`src/rtl/uart_pkg.sv`:
```
// Shared definitions for the buffered UART transmitter.
//   tx_state_e      : transmit FSM states (PARITY is only reachable when
//                     UART_TX_PARITY_EN is defined)
//   baud_div()      : clock cycles per line bit, rounded to nearest
//   UART_IDLE_LEVEL : line level between frames
//   DATA_BITS       : payload bits per frame
package uart_pkg;

  localparam logic        UART_IDLE_LEVEL = 1'b1;
  localparam int unsigned DATA_BITS       = 8;

  typedef enum logic [2:0] {
    IDLE,
    START,
    DATA,
    PARITY,
    STOP
  } tx_state_e;

  function automatic int unsigned baud_div(input int unsigned clk_freq,
                                           input int unsigned baud);
    return (clk_freq + baud / 2) / baud;
  endfunction

endpackage

```
`src/rtl/sync_fifo.sv`:
```
// Synchronous show-ahead FIFO with synchronous active-high reset.
// Ports:
//   clk, rst     : clock and synchronous reset (flushes contents)
//   push, wdata  : write request and data; ignored while full
//   pop          : read request; ignored while empty
//   rdata        : current head entry (valid while !empty)
//   full, empty  : status derived from pointer MSB compare
//   count        : entries held, $clog2(DEPTH)+1 bits
module sync_fifo #(
  parameter int unsigned WIDTH = 8,
  parameter int unsigned DEPTH = 16
) (
  input  logic                   clk,
  input  logic                   rst,
  input  logic                   push,
  input  logic                   pop,
  input  logic [WIDTH-1:0]       wdata,
  output logic [WIDTH-1:0]       rdata,
  output logic                   full,
  output logic                   empty,
  output logic [$clog2(DEPTH):0] count
);

  localparam int unsigned AW = $clog2(DEPTH);

  logic [WIDTH-1:0] mem [DEPTH];
  logic [AW:0]      wr_ptr;
  logic [AW:0]      rd_ptr;
  logic             do_push;
  logic             do_pop;

  assign do_push = push & ~full;
  assign do_pop  = pop & ~empty;

  always_ff @(posedge clk) begin
    if (do_push) begin
      mem[wr_ptr[AW-1:0]] <= wdata;
    end
  end

  always_ff @(posedge clk) begin
    if (rst) begin
      wr_ptr <= '0;
      rd_ptr <= '0;
    end else begin
      if (do_push) wr_ptr <= wr_ptr + (AW+1)'(1);
      if (do_pop)  rd_ptr <= rd_ptr + (AW+1)'(1);
    end
  end

  // Pointers carry one extra wrap bit: equal low bits with differing MSBs means full.
  assign empty = (wr_ptr == rd_ptr);
  assign full  = (wr_ptr[AW] != rd_ptr[AW]) && (wr_ptr[AW-1:0] == rd_ptr[AW-1:0]);
  assign count = wr_ptr - rd_ptr;
  assign rdata = mem[rd_ptr[AW-1:0]];

endmodule

```
`src/rtl/uart_tx_buffered.sv`:
```
// Buffered UART transmitter: bytes arrive over valid/ready, are queued in a
// FIFO and serialised back-to-back, LSB first, 8N1 (8E1 with parity).
// Optional feature macro: UART_TX_PARITY_EN adds an even-parity bit.
// Ports:
//   clk_i        : clock, all logic on rising edge
//   rst_i        : synchronous active-high reset, aborts frame, flushes FIFO
//   tx_data_i    : byte to send
//   tx_valid_i   : tx_data_i valid; push = tx_valid_i & tx_ready_o
//   tx_ready_o   : FIFO not full (registered count based)
//   txd_o        : serial line, idle high
//   tx_busy_o    : frame in progress or FIFO non-empty
//   fifo_count_o : bytes queued, excluding the byte being shifted
module uart_tx_buffered
  import uart_pkg::*;
#(
  parameter int unsigned CLK_FREQ   = 50_000_000,
  parameter int unsigned BAUD       = 115200,
  parameter int unsigned FIFO_DEPTH = 16
) (
  input  logic                        clk_i,
  input  logic                        rst_i,
  input  logic [7:0]                  tx_data_i,
  input  logic                        tx_valid_i,
  output logic                        tx_ready_o,
  output logic                        txd_o,
  output logic                        tx_busy_o,
  output logic [$clog2(FIFO_DEPTH):0] fifo_count_o
);

  localparam int unsigned DIV  = baud_div(CLK_FREQ, BAUD);
  localparam int unsigned CW   = (DIV > 1) ? $clog2(DIV) : 1;
  localparam int unsigned CNTW = $clog2(FIFO_DEPTH) + 1;

  tx_state_e              state_q, state_d;
  logic [CW-1:0]          cnt_q, cnt_d;
  logic [2:0]             idx_q, idx_d;
  logic [DATA_BITS-1:0]   shift_q, shift_d;
  logic                   txd_q, txd_d;
`ifdef UART_TX_PARITY_EN
  logic                   par_q, par_d;
`endif

  logic                   push;
  logic                   pop;
  logic                   full;
  logic                   empty;
  logic [DATA_BITS-1:0]   head;
  logic                   bit_end;

  assign tx_ready_o = (fifo_count_o != CNTW'(FIFO_DEPTH));
  assign push       = tx_valid_i & tx_ready_o;

  sync_fifo #(
    .WIDTH (DATA_BITS),
    .DEPTH (FIFO_DEPTH)
  ) u_fifo (
    .clk   (clk_i),
    .rst   (rst_i),
    .push  (push),
    .pop   (pop),
    .wdata (tx_data_i),
    .rdata (head),
    .full  (full),
    .empty (empty),
    .count (fifo_count_o)
  );

  assign bit_end = (cnt_q == CW'(DIV - 1));

  always_comb begin
    state_d = state_q;
    cnt_d   = cnt_q;
    idx_d   = idx_q;
    shift_d = shift_q;
    txd_d   = txd_q;
    pop     = 1'b0;
`ifdef UART_TX_PARITY_EN
    par_d   = par_q;
`endif

    case (state_q)
      IDLE: begin
        txd_d = UART_IDLE_LEVEL;
        if (!empty) begin
          pop     = 1'b1;
          shift_d = head;
`ifdef UART_TX_PARITY_EN
          par_d   = ^head;
`endif
          cnt_d   = '0;
          txd_d   = 1'b0;
          state_d = START;
        end
      end

      START: begin
        if (bit_end) begin
          cnt_d   = '0;
          idx_d   = '0;
          txd_d   = shift_q[0];
          state_d = DATA;
        end else begin
          cnt_d = cnt_q + CW'(1);
        end
      end

      // txd is registered, so the next line bit is presented one step early:
      // shift_q[1] becomes shift_q[0] at the same edge the register shifts.
      DATA: begin
        if (bit_end) begin
          cnt_d   = '0;
          shift_d = shift_q >> 1;
          idx_d   = idx_q + 3'd1;
          if (idx_q == 3'd7) begin
`ifdef UART_TX_PARITY_EN
            txd_d   = par_q;
            state_d = PARITY;
`else
            txd_d   = UART_IDLE_LEVEL;
            state_d = STOP;
`endif
          end else begin
            txd_d = shift_q[1];
          end
        end else begin
          cnt_d = cnt_q + CW'(1);
        end
      end

`ifdef UART_TX_PARITY_EN
      PARITY: begin
        if (bit_end) begin
          cnt_d   = '0;
          txd_d   = UART_IDLE_LEVEL;
          state_d = STOP;
        end else begin
          cnt_d = cnt_q + CW'(1);
        end
      end
`endif

      STOP: begin
        if (bit_end) begin
          cnt_d = '0;
          if (!empty) begin
            pop     = 1'b1;
            shift_d = head;
`ifdef UART_TX_PARITY_EN
            par_d   = ^head;
`endif
            txd_d   = 1'b0;
            state_d = START;
          end else begin
            txd_d   = UART_IDLE_LEVEL;
            state_d = IDLE;
          end
        end else begin
          cnt_d = cnt_q + CW'(1);
        end
      end

      default: begin
        cnt_d   = '0;
        txd_d   = UART_IDLE_LEVEL;
        state_d = IDLE;
      end
    endcase
  end

  always_ff @(posedge clk_i) begin
    if (rst_i) begin
      state_q <= IDLE;
      cnt_q   <= '0;
      idx_q   <= '0;
      shift_q <= '0;
      txd_q   <= UART_IDLE_LEVEL;
`ifdef UART_TX_PARITY_EN
      par_q   <= 1'b0;
`endif
    end else begin
      state_q <= state_d;
      cnt_q   <= cnt_d;
      idx_q   <= idx_d;
      shift_q <= shift_d;
      txd_q   <= txd_d;
`ifdef UART_TX_PARITY_EN
      par_q   <= par_d;
`endif
    end
  end

  assign txd_o     = txd_q;
  assign tx_busy_o = (state_q != IDLE) | (fifo_count_o != '0);

endmodule

```
`config.mk`:
```
export PLATFORM = sky130hd
export DESIGN_NAME = uart_tx_buffered
export DESIGN_NICKNAME = d
export VERILOG_FILES = /design/src/rtl/uart_pkg.sv /design/src/rtl/sync_fifo.sv /design/src/rtl/uart_tx_buffered.sv
export SDC_FILE = /design/constraint.sdc
export NUM_CORES = 1
export LEC_CHECK = 0
export ABC_CLOCK_PERIOD_IN_PS = 3200
export CAP_MARGIN = 20
export CORE_MARGIN = 5
export CORE_UTILIZATION = 45
export DETAILED_ROUTE_END_ITERATION = 7
export PLACE_DENSITY_LB_ADDON = 0.2
export SLEW_MARGIN = 40
export SYNTH_ARGS = -nofsm -noshare
export SYNTH_HDL_FRONTEND = slang
export SYNTH_HIERARCHICAL = 1
export SYNTH_SLANG_ARGS = --single-unit
```
`constraint.sdc`:
```
create_clock -name clk_i -period 3.2 [get_ports clk_i]
set_input_delay 0.64 -clock clk_i [delete_from_list [all_inputs] [get_ports clk_i]]
set_output_delay 0.64 -clock clk_i [all_outputs]
set_load 0.01 [all_outputs]
```
## Word-level counts from Yosys, hierarchy flattened

Memory sizes are Yosys's and may differ from the RTL's. A register that Yosys moved wholly into a read port is not among the register bits.
Cells that the tools add are included.

| word-level totals | value |
|---|---|
| register bits after elaboration | 34 |
| bits in writable memories | 128 |
| bits of input ports | 11 |
| output and inout bits | 8 |
| word-level logic and storage cells | 74 |
| memories kept | 1 |

| cells by class | value |
|---|---|
| add/subtract/negate cells | 5 |
| equal/unequal tests | 14 |
| mux-type cells | 30 |
| bitwise gates (word level) | 6 |
| reductions and logical operators | 11 |

Memories:

| name | depth | width | read ports | clocked after Yosys merged registers in | wr ports | RTL line | text |
|---|---|---|---|---|---|---|---|
| u_fifo.mem | 16 | 8 | 1 | 1 | 1 | sync_fifo.sv:26 | `logic [WIDTH-1:0] mem [DEPTH];` |

Operator list:

| kind | number |
|---|---|
| $mux 8 | 3 |
| $pmux 8 s3 | 1 |
| $mux 3 | 7 |
| $mux 9 | 2 |
| $pmux 9 s2 | 1 |
| $pmux 3 s4 | 1 |
| $add 5x1->5 const B | 2 |
| $mux 1 | 10 |
| $ne 2x2->1 const B | 5 |
| $add 9x1->9 const B | 1 |
| $eq 9x9->1 const B | 1 |
| $reduce_and 3->1 | 3 |
| $mux 4 | 2 |
| $eq 3x3->1 const B | 2 |
| $pmux 3 s2 | 1 |
| $reduce_bool 3->1 | 2 |
| $eq 5x5->1 | 1 |
| $ne 5x5->1 const B | 1 |
| $reduce_and 5->1 | 1 |
| $reduce_bool 5->1 | 1 |
| $sub 5x5->5 | 1 |
| $eq 4x4->1 | 1 |
| $pmux 1 s4 | 1 |
| $add 3x1->3 const B | 1 |
| other kinds (11) | 14 |

## Longest topological paths before layout

Gate-level depths: netlist of run 1.

| logic depth | value |
|---|---|
| depth after elaboration | 7 |
| mapped depth | 13 |
| mapped depth without buffers | 13 |

## By module

The synthesis of run 1 kept the hierarchy.

By module, submodules not included:

| module | instances | cells each | area each (µm²) | sequential area each (µm²) |
|---|---|---|---|---|
| sync_fifo | 1 | 304 | 5659.2 | 4124.0 |
| uart_tx_buffered | 1 | 154 | 1417.6 | 480.5 |

## Least setup slack after synthesis of run 1

Ideal clock, no wire load.

| timing path | value |
|---|---|
| path type | register to register |
| start point | register u_fifo.wr_ptr[0] |
| end point | memory u_fifo.mem[3][0] (enable) |
| setup time | 0.383 ns |
| arrival | 2.791 ns |
| data required time | 2.817 ns |
| slack | 0.026 ns |
| cell stages (with the launch flop) | 13 |
| buffers on the path | 0 |
| clock period less this slack | 3.174 ns |
| cells stage by stage | dfxtp_1 inv_1 ha_1 inv_1 fa_1 a21o_1 a21oi_1 xnor2_1 nand2_1 and2_1 nand2_1 a21o_2 nor3_1 |

| between the ends | value |
|---|---|
| cells in the longest elaborated chain, start to end | 6 |
| elaborated cells on any way between the ends | 9 |
| those cells by class | add/sub (1); eq/ne (2); mux (2); bitwise (3); reduce/logical (1) |

RTL lines:

| item | RTL line | text |
|---|---|---|
| start: declaration | sync_fifo.sv:27 | `logic [AW:0] wr_ptr;` |
| start signal: assignment | sync_fifo.sv:46 | `if (do_push) wr_ptr <= wr_ptr + (AW+1)'(1);` |
| $sub 5x5->5 | sync_fifo.sv:54 | `assign count = wr_ptr - rd_ptr;` |
| net fifo_count_o[4] | uart_tx_buffered.sv:27 | `output logic [$clog2(FIFO_DEPTH):0] fifo_count_o` |
| $ne 5x5->1 | uart_tx_buffered.sv:50 | `assign tx_ready_o = (fifo_count_o != CNTW'(FIFO_DEPTH));` |
| net tx_ready_o | uart_tx_buffered.sv:24 | `output logic tx_ready_o,` |
| $and 1x1->1 | uart_tx_buffered.sv:51 | `assign push = tx_valid_i & tx_ready_o;` |
| net push | uart_tx_buffered.sv:43 | `logic push;` |
| $and 1x1->1 | sync_fifo.sv:32 | `assign do_push = push & ~full;` |
| $mux 1 | sync_fifo.sv:36 | `if (do_push) begin` |
| $mux 1 (implied by the code) | sync_fifo.sv:37 | `mem[wr_ptr[AW-1:0]] <= wdata;` |
| end: declaration | sync_fifo.sv:26 |  |

The timed path passes the listed nets, and every way through them passes these cells.

## Final worst setup path of run 1

| timing path | value |
|---|---|
| start point | register u_fifo.wr_ptr[0] |
| end point | output tx_busy_o |

| between the ends | value |
|---|---|
| cells in the longest elaborated chain, start to end | 3 |

RTL lines:

| item | RTL line | text |
|---|---|---|
| $sub 5x5->5 | sync_fifo.sv:54 |  |
| $reduce_bool 5->1 | uart_tx_buffered.sv:193 | `assign tx_busy_o = (state_q != IDLE) \| (fifo_count_o != '0);` |
| $or 1x1->1 | uart_tx_buffered.sv:193 |  |
| end: declaration | uart_tx_buffered.sv:26 | `output logic tx_busy_o,` |

Every way passes these cells.

==> flow_metrics.py, run 1 <==
metrics = {
    "critical_path": {
        "startpoint_type": "flip-flop",
        "crit_path_top_delay_cell": "fa_2",
        "timing.rr.end": "u_fifo/mem[3][7]",
        "path_delay_family": "adder cells",
        "max_stage_delay_ps": 450,
        "r2r-start": "u_fifo/wr_ptr[0]",
        "worstPathCellList": "inv_2 > ha_1 > inv_1 > fa_2 > nor4_2 > nand3_1 > dlygate4sd2_1",
        "end_kind": "output pin",
        "reg2reg_depth": 13,
        "cp.arrival_ps": 2390,
        "path_max_fanout": 4,
        "critPathKind": "reg -> out",
        "crit_required_ps": 2560,
        "cp_num_buf_inv": 3,
        "ff2ff_setup_slack_ps": 320,
    },
    "run": {
        "maxCapViolations": 0,
    },
    "clock_tree": {
        "cts.clk_slew.worst_paths_ps": 70,
        "cts_tree": "done",
        "clkLatencyLatePin_ps": 430,
        "htreeDepth": 4,
        "numCtsBuffers": 17,
        "cts_sinks": 166,
        "clock_path_buffers": 2,
        "cts_hold_buf": 0,
        "cts-root-buf": "clkbuf_16",
    },
    "grt": {
        "first_global_vias": 4055,
        "grt_pass1_wl_um": 22400,
        "antenna_found_initial": 0,
        "grt_usage_pct": 16.4,
        "grt_max_degree": 33,
        "overflow": 0,
    },
    "sta": {
        "rsz0062_at_grt": "no",
        "final-max-slew-violation-count": 0,
        "post-route-period-util_pct": 94.8,
        "maxSlewHeadroom_pct": 57.4,
        "tns_ps": 0,
        "timing.hold.ws_ps": 485,
        "clock_skew_ps": 8.57,
        "max_freq_mhz": 330,
        "hold_violations": 0,
        "tightest_slew_ps": 638,
        "period_minus_slack_ps": 3030,
        "finalSetupViolations": 0,
    },
    "die": {
        "core_area_mm2": 0.0153,
        "die_h_um": 135,
        "fp.dieArea_mm2": 0.0183,
        "initial_core_util_pct": 46.2,
        "chipWidth_um": 135,
        "rows": 45,
        "io_pins": 19,
    },
    "pwr": {
        "ir_worst_vdd_mv": 0.475,
        "cellPowerDensity_mw_per_mm2": 690,
        "p_leak_nw": 2.71,
        "total_power_w": 0.00570,
    },
    "final_layout": {
        "area_delta_synth_final_pct": 16.9,
        "drive_gt1_share_pct": 22.9,
        "layout.nets": 523,
        "final_cell_area_mm2": 0.00827,
        "antenna_cells": 0,
        "final_cells": 722,
    },
    "run_status": {
        "status": "complete, no violations",
    },
    "placement": {
        "portBuffers": 18,
        "postPlaceCellArea_mm2": 0.00761,
        "hpwl_um": 9040,
        "routabilityCongestion": 0.814,
        "dp.cells": 690,
    },
    "hold_path": {
        "min_to": "shift_q[7]",
        "min_path_type": "reg -> reg",
        "hp-start": "shift_q[7]",
        "hold-path-cell-count": 2,
    },
    "logic_synthesis": {
        "synth_area_per_cell_um2": 15.5,
        "synth_area_mm2": 0.00707,
        "synth.net_count": 482,
        "synthCells": 457,
        "ys_warn_count": 6,
    },
    "route": {
        "drcViolationCount": 0,
        "drt_iter0_drc": 312,
        "vias_per_cell": 5.45,
        "vias": 3938,
        "antenna_left": 0,
        "drtPass1Iterations": 5,
        "wire_per_inst_um": 19.5,
        "wl_um": 14100,
    },
}
==> worst max path at each step <==
stage / from / end / depth (start not counted)
6_report: u_fifo/wr_ptr[0] / tx_busy_o / 7
4_1_cts: u_fifo/wr_ptr[0] / tx_busy_o / 10
3_3_place_gp: u_fifo/wr_ptr[0] / tx_busy_o / 10
2_1_floorplan: u_fifo/wr_ptr[0] / u_fifo/mem[3][0] / 12
3_5_place_dp: u_fifo/wr_ptr[0] / u_fifo/mem[3][1] / 13
5_1_grt: u_fifo/wr_ptr[0] / tx_busy_o / 7
==> metal layers <==
| metal | GRT usage [%] | routed length (um) |
|---|---|---|
| met5 | 0 | 0 |
| met4 | 5.43 | 157 |
| met3 | 3.86 | 667 |
| met2 | 27.2 | 7010 |
| met1 | 21.5 | 6220 |
==> where the power goes <==
part           leakage, nW  internal, W  switching (W)  total [W]
registers             1.47      0.00245      0.0000995    0.00255
clock network        0.310      0.00127       0.000908    0.00217
logic                0.935     0.000469       0.000510   0.000979
==> registers in the layout, summed over array words and instances (netlist names), named ones only <==
name and cells:
u_fifo/mem 128, cnt_q 9, shift_q 8, u_fifo/rd_ptr 5, u_fifo/wr_ptr 5, idx_q 3
state_q 3, txd_o 1
==> cell type report <==
cell class              instances  area (um2)
well taps                     211         264
multi-input cells             258        2330
repair buffers                 43         377
clock buffers                  17         425
fillers                      1262        7050
flip-flops and latches        166        4610
inverters                      12        45.0
clock inverters                15         216
==> per-stage QoR <==
step | utilization [%] | setup slack [ps]
floorplan | - | 25.9
global placement | 49.7 | 270
detailed placement | 49.7 | 184
CTS | 53.9 | 79.1
global route | 54.0 | 20.7
finish | 54.0 | 168
==> cell usage in the layout, fill, tap and decap left out, drive strengths merged, types with 10 or more instances in the layout <==
cell	n
dfxtp	38
clkdlybuf4s50	15
inv	17
mux4	32
buf	25
nor3	14
nor2	37
ha	13
clkbuf	17
nand3	12
a21oi	10
nand2	20
a22oi	16
edfxtp	128
xor2	11
==> worst reg2reg max path, delay by kind of cell (launching register included) <==
kind            cells  cell delay (ps)
simple gates        4              670
flops               1              350
xor+xnor            1              120
buf+inv             3              370
compound gates      3              590
fa+ha+maj           2              500
==> timing repair <==
item,4_1_cts,5_1_grt
pin swaps,1,2
gates resized for setup,5,5
buffers inserted,0,0
setup endpoints to repair,3,2
Note: power is estimated with default switching activity, not from simulation.
==> run 2, diff against run 1 <==
--- a/config.mk
+++ b/config.mk
@@ -5,7 +5,7 @@
 export SDC_FILE = /design/constraint.sdc
 export NUM_CORES = 1
 export LEC_CHECK = 0
-export ABC_CLOCK_PERIOD_IN_PS = 3200
+export ABC_CLOCK_PERIOD_IN_PS = 2500
 export CAP_MARGIN = 20
 export CORE_MARGIN = 5
 export CORE_UTILIZATION = 45
==> constraint.sdc (replaced) <==
create_clock -name clk_i -period 2.5 [get_ports clk_i]
set_input_delay 0.5 -clock clk_i [delete_from_list [all_inputs] [get_ports clk_i]]
set_output_delay 0.5 -clock clk_i [all_outputs]
set_load 0.01 [all_outputs]
==> run 2 against run 1 <==
Effect of this change:
- the run now ends with setup timing left
- die area unchanged
- sequential cell count stayed put
- largest power group unchanged
- hold slack better by 5.2 ps
- clock skew grew 1.9 ps
- utilization up 3.5 points
- register-to-register slack lost 390 ps
- setup slack lost 280 ps
- sequential power grew 27%
- global-route usage increased by 0.28 points
- sequential share of layout area decreased by 3.4 points
- combinational power grew 60%
- power is 30% higher
==> flow_metrics.py, run 2 (synthesis results as in run 1) <==
metrics = {
    "final_layout": {
        "area_delta_synth_final_pct": 24.5,
        "drive_gt1_share_pct": 32.6,
        "final_common_cell": "edfxtp_1",
        "antenna_cells": 0,
        "final_cell_mix": "128 x edfxtp_1, 34 x dfxtp_1, 32 x mux4_2, 26 x buf_4, 25 x nor2_1",
        "layout.nets": 548,
        "largest_register_ffs": 128,
    },
    "sta": {
        "max_freq_mhz": 382,
        "tns_ps": -1510,
        "worst_slack_ps": -116,
        "tightest_slew_ps": 643,
        "hold_violations": 0,
        "finalSetupViolations": 47,
        "maxSlewHeadroom_pct": 57.0,
        "clock_skew_ps": 10.5,
        "period_minus_slack_ps": 2620,
        "final-max-slew-violation-count": 0,
        "rsz0062_at_grt": "yes",
        "post-route-period-util_pct": 105,
    },
    "route": {
        "vias_per_cell": 5.43,
        "antenna_left": 0,
        "wire_per_inst_um": 19.6,
        "drt_iter0_drc": 336,
        "drtPass1Iterations": 5,
        "wl_um": 14700,
        "vias": 4058,
        "drcViolationCount": 0,
    },
    "die": {
        "die_h_um": 135,
        "chipWidth_um": 135,
        "core_area_mm2": 0.0153,
        "fp.dieArea_mm2": 0.0183,
        "initial_core_util_pct": 46.2,
        "rows": 45,
        "io_pins": 19,
    },
    "placement": {
        "portBuffers": 18,
        "pre_cts_ws_ps": -102,
        "hpwl_um": 9370,
        "routabilityCongestion": 0.794,
    },
    "run_status": {
        "violations": "setup timing",
        "status": "complete, but fails checks",
    },
    "pwr": {
        "cellPowerDensity_mw_per_mm2": 840,
        "total_power_w": 0.00739,
        "ir_worst_vdd_mv": 0.558,
        "p_leak_nw": 2.90,
    },
    "critical_path": {
        "startpoint_type": "flip-flop",
        "cp.arrival_ps": 2120,
        "crit_required_ps": 2000,
        "critPathKind": "reg -> out",
        "end_kind": "output pin",
        "path_max_fanout": 3,
        "reg2reg_depth": 11,
    },
    "grt": {
        "grt_usage_pct": 16.7,
        "grt_pass1_wl_um": 22900,
        "grt_max_degree": 33,
        "overflow": 0,
        "first_global_vias": 4142,
        "antenna_found_initial": 0,
    },
    "clock_tree": {
        "cts_sinks": 166,
        "htreeDepth": 4,
        "cts.clk_slew.worst_paths_ps": 70,
        "clock_path_buffers": 2,
        "cts-root-buf": "clkbuf_16",
        "numCtsBuffers": 17,
        "cts_tree": "done",
        "clkLatencyLatePin_ps": 430,
        "cts_hold_buf": 0,
    },
    "run": {
        "maxCapViolations": 0,
    },
    "hold_path": {
        "hold-path-cell-count": 2,
        "min_path_type": "reg -> reg",
    },
}
-- run 2: cell count changes in the layout (fill, tap and decap cells not counted), moves of 3 or more --
cell / previous run / this run
buf_12: 1 / 6
nor3_1: 13 / 9
nor2_4: 0 / 12
clkdlybuf4s50_1: 15 / 12
ha_1: 13 / 9
nor2_1: 37 / 25
clkinv_4: 4 / 1
nand3_1: 12 / 8
ha_4: 0 / 4
inv_6: 2 / 5
buf_6: 0 / 20
nand3_4: 0 / 3
-- run 2: metrics by stage --
step           util (%)  instances  cell area [um2]  hold slack [ps]
3_3_place_gp       51.5        708             7880              459
2_1_floorplan         -        457             7170              452
6_report           57.5        747             8800              490
4_1_cts            55.7        742             8540              489
3_5_place_dp       51.5        708             7880              477
5_1_grt            57.5        747             8800              509
-- run 2: area by class of cell --
type,instances,area (um2)
fillers,1197,6510
repair buffers,68,692
multi-input cells,258,2610
clock buffers,19,433
clock inverters,13,144
flip-flops and latches,166,4610
well taps,211,264
inverters,12,47.5
-- run 2: path summary, 6_finish.rpt --
path | end | slack [ps] | from
setup reg to reg | u_fifo/mem[3][5] | -70 | u_fifo/wr_ptr[1]
hold reg to reg | shift_q[7] | 490 | shift_q[7]
hold / removal | shift_q[7] | 490 | shift_q[7]
setup / recovery | tx_busy_o | -120 | u_fifo/wr_ptr[1]
-- run 2: what timing repair did --
action | CTS | global route
resized for setup | 26 | 50
pin swaps | 9 | 12
endpoints found under the setup margin | 126 | 151
buffers inserted | 2 | 5
-- run 2: power by group --
group / internal, W / total (W) / switching, W
registers: 0.00314 / 0.00325 / 0.000113
clock network: 0.00149 / 0.00257 / 0.00109
logic: 0.000778 / 0.00157 / 0.000791
total: 0.00540 / 0.00739 / 0.00199
-- run 2: worst max-delay path, stage by stage, from the launching register on --
cell and delay (ps):
dfxtp_1 340, buf_4 150, fa_2 400, a21o_1 200, a21oi_2 160, xnor2_2 100
nor2_1 120, nand3_1 80, buf_2 150
-- run 2: layer usage --
| metal | part of all wire (%) | vias up | wire length, um | GRT usage (%) |
|---|---|---|---|---|
| li1 | - | 1906 | - | - |
| met1 | 44 | 2068 | 6520 | 22.1 |
| met2 | 51 | 73 | 7470 | 27.2 |
| met3 | 3.4 | 11 | 497 | 4.53 |
| met4 | 1.2 | 0 | 176 | 4.93 |
| met5 | 0 | - | 0 | 0 |
==> run 3, diff against run 2 <==
--- a/config.mk
+++ b/config.mk
@@ -5,12 +5,12 @@
 export SDC_FILE = /design/constraint.sdc
 export NUM_CORES = 1
 export LEC_CHECK = 0
-export ABC_CLOCK_PERIOD_IN_PS = 2500
 export CAP_MARGIN = 20
 export CORE_MARGIN = 5
-export CORE_UTILIZATION = 45
+export CORE_UTILIZATION = 46
 export DETAILED_ROUTE_END_ITERATION = 7
 export PLACE_DENSITY_LB_ADDON = 0.2
+export SETUP_SLACK_MARGIN = 0.15
 export SLEW_MARGIN = 40
 export SYNTH_ARGS = -nofsm -noshare
 export SYNTH_HDL_FRONTEND = slang
==> run 3 against run 2 <==
Effect of this change:
- the run still ends with setup timing left
- count of clock-buffer cells in the layout down 2
- clock skew is 3.5 ps lower
- critical path type is now reg -> reg
- register-to-register slack worse by 130 ps
- routed wire length up 1.8%
- sequential share of layout area is 1.4 points lower
- largest power group unchanged
- cell count decreased by 1.7%
- largest cell class unchanged
==> flow_metrics.py, run 3 (synthesis results as in run 1) <==
metrics = {
    "run_status": {
        "status": "complete, but fails checks",
        "violations": "setup timing",
    },
    "die": {
        "initial_core_util_pct": 46.7,
        "rows": 45,
        "die_h_um": 134,
        "core_area_mm2": 0.0151,
        "chipWidth_um": 134,
        "io_pins": 19,
        "fp.dieArea_mm2": 0.0180,
    },
    "clock_tree": {
        "htreeDepth": 4,
        "numCtsBuffers": 17,
        "cts-root-buf": "clkbuf_16",
        "clock_path_buffers": 2,
        "cts_sinks": 166,
        "cts_tree": "done",
        "cts.clk_slew.worst_paths_ps": 60,
        "clkLatencyLatePin_ps": 420,
    },
    "pwr": {
        "p_leak_nw": 3.01,
        "cellPowerDensity_mw_per_mm2": 856,
        "ir_worst_vdd_mv": 0.613,
    },
    "critical_path": {
        "critPathKind": "reg -> reg",
        "path_max_fanout": 8,
        "crit_required_ps": 2640,
        "r2r-start": "u_fifo/wr_ptr[0]",
        "crit_path_top_delay_cell": "fa_2",
        "cp-startpoint": "u_fifo/wr_ptr[0]",
        "path_common_cell": "nand2_4",
        "max_stage_delay_ps": 350,
        "end_kind": "flip-flop",
        "cp.arrival_ps": 2840,
        "worstPathCellList": "inv_4 > ha_4 > inv_2 > fa_2 > a21o_1 > a21oi_2 > xnor2_2 > buf_4 > nand2_4 > and2_4 > nand2_4 > a21o_4 > nor3_4 > buf_12",
        "reg2reg_depth": 14,
        "startpoint_type": "flip-flop",
    },
    "route": {
        "wire_per_inst_um": 20.3,
        "wl_um": 14900,
        "vias_per_cell": 5.62,
        "drt_iter0_drc": 284,
        "antenna_left": 0,
        "drcViolationCount": 0,
        "vias": 4126,
        "drtPass1Iterations": 4,
    },
    "sta": {
        "post-route-period-util_pct": 108,
        "hold_violations": 0,
        "tightest_slew_ps": 579,
        "rsz0062_at_grt": "yes",
        "period_minus_slack_ps": 2700,
        "maxSlewHeadroom_pct": 61.3,
        "worst_slack_ps": -197,
        "clock_skew_ps": 7.00,
        "final-max-slew-violation-count": 0,
        "tns_ps": -9240,
        "max_freq_mhz": 371,
        "finalSetupViolations": 132,
    },
    "hold_path": {
        "min_path_type": "reg -> reg",
        "hp-start": "shift_q[7]",
        "hold-path-cell-count": 2,
    },
    "final_layout": {
        "largest_register_ffs": 128,
        "final_common_cell": "edfxtp_1",
        "layout.nets": 558,
        "area_delta_synth_final_pct": 28.2,
        "antenna_cells": 0,
        "final_util_pct": 59.9,
        "final_cell_mix": "128 x edfxtp_1, 34 x buf_4, 32 x mux4_2, 31 x dfxtp_1, 25 x nor2_1",
        "drive_gt1_share_pct": 36.8,
        "fill_cells": 1110,
    },
    "grt": {
        "grt.busiest_layer": "met2",
        "grtUsageMet3_pct": 4.54,
        "antenna_found_initial": 0,
        "first_global_vias": 4223,
        "grt_pass1_wl_um": 24100,
        "grt_usage_pct": 17.8,
        "grtUsageMet1_pct": 23.5,
        "grt_max_degree": 33,
        "overflow": 0,
        "use_met2_pct": 29.6,
    },
    "placement": {
        "portBuffers": 18,
        "routabilityCongestion": 0.809,
        "hpwl_um": 9610,
    },
    "run": {
        "maxCapViolations": 0,
    },
}
## run 3: final timing paths
| path | slack (ps) | to |
|---|---|---|
| setup / recovery | -200 | u_fifo/mem[3][4] |
| hold / removal | 480 | shift_q[7] |
| setup reg to reg | -200 | u_fifo/mem[3][4] |
| hold reg to reg | 480 | shift_q[7] |
## run 3: cell type report
cell class	count	area, um2	area share, %
Tap cell	188	235	2.59
Clock buffer	17	425	4.69
Timing Repair Buffer	78	863	9.52
Multi-Input combinational cell	258	2670	29.4
Sequential cell	166	4620	50.9
Inverter	12	47.5	0.524
Clock inverter	15	214	2.36
## run 3: through the flow
step / instance area, um2 / hold slack, ps / setup slack, ps / total power (W) / instances
floorplan: 7230 / 452 / -73.4 / 0.00424 / 457
global placement: 8130 / 462 / -41.6 / 0.00475 / 692
detailed placement: 8130 / 478 / -136 / 0.00479 / 692
CTS: 8970 / 487 / -181 / 0.00774 / 730
global route: 9070 / 502 / -290 / 0.00811 / 734
finish: 9070 / 483 / -197 / 0.00777 / 734
## run 3: worst max-delay path, delay by kind of cell (launching register included)
family,cells,cell delay [ps]
AO/OA/AOI/OAI,3,580
AND/OR/NAND/NOR,4,520
adder cells (fa/ha/maj),2,460
buffers and inverters,4,410
flip-flops,1,330
XOR/XNOR,1,110
## run 3: per-layer routing
metal  wire (um)  vias to the layer above
li1            -                     1924
met1        6500                     2118
met2        7710                       68
met3         553                       16
met4         172                        0
met5           0                        -
## run 3: what timing repair did
action | CTS | global route
hold buffers | 0 | 0
resized for setup | 57 | 13
endpoints found under the setup margin | 146 | 148
setup buffers | 6 | 4
pin swaps | 14 | 16
## run 3: power by group
| group | switching, W | internal, W |
|---|---|---|
| Clock | 0.00111 | 0.00170 |
| Combinational | 0.000833 | 0.000876 |
| Sequential | 0.000109 | 0.00314 |
| Total | 0.00205 | 0.00571 |
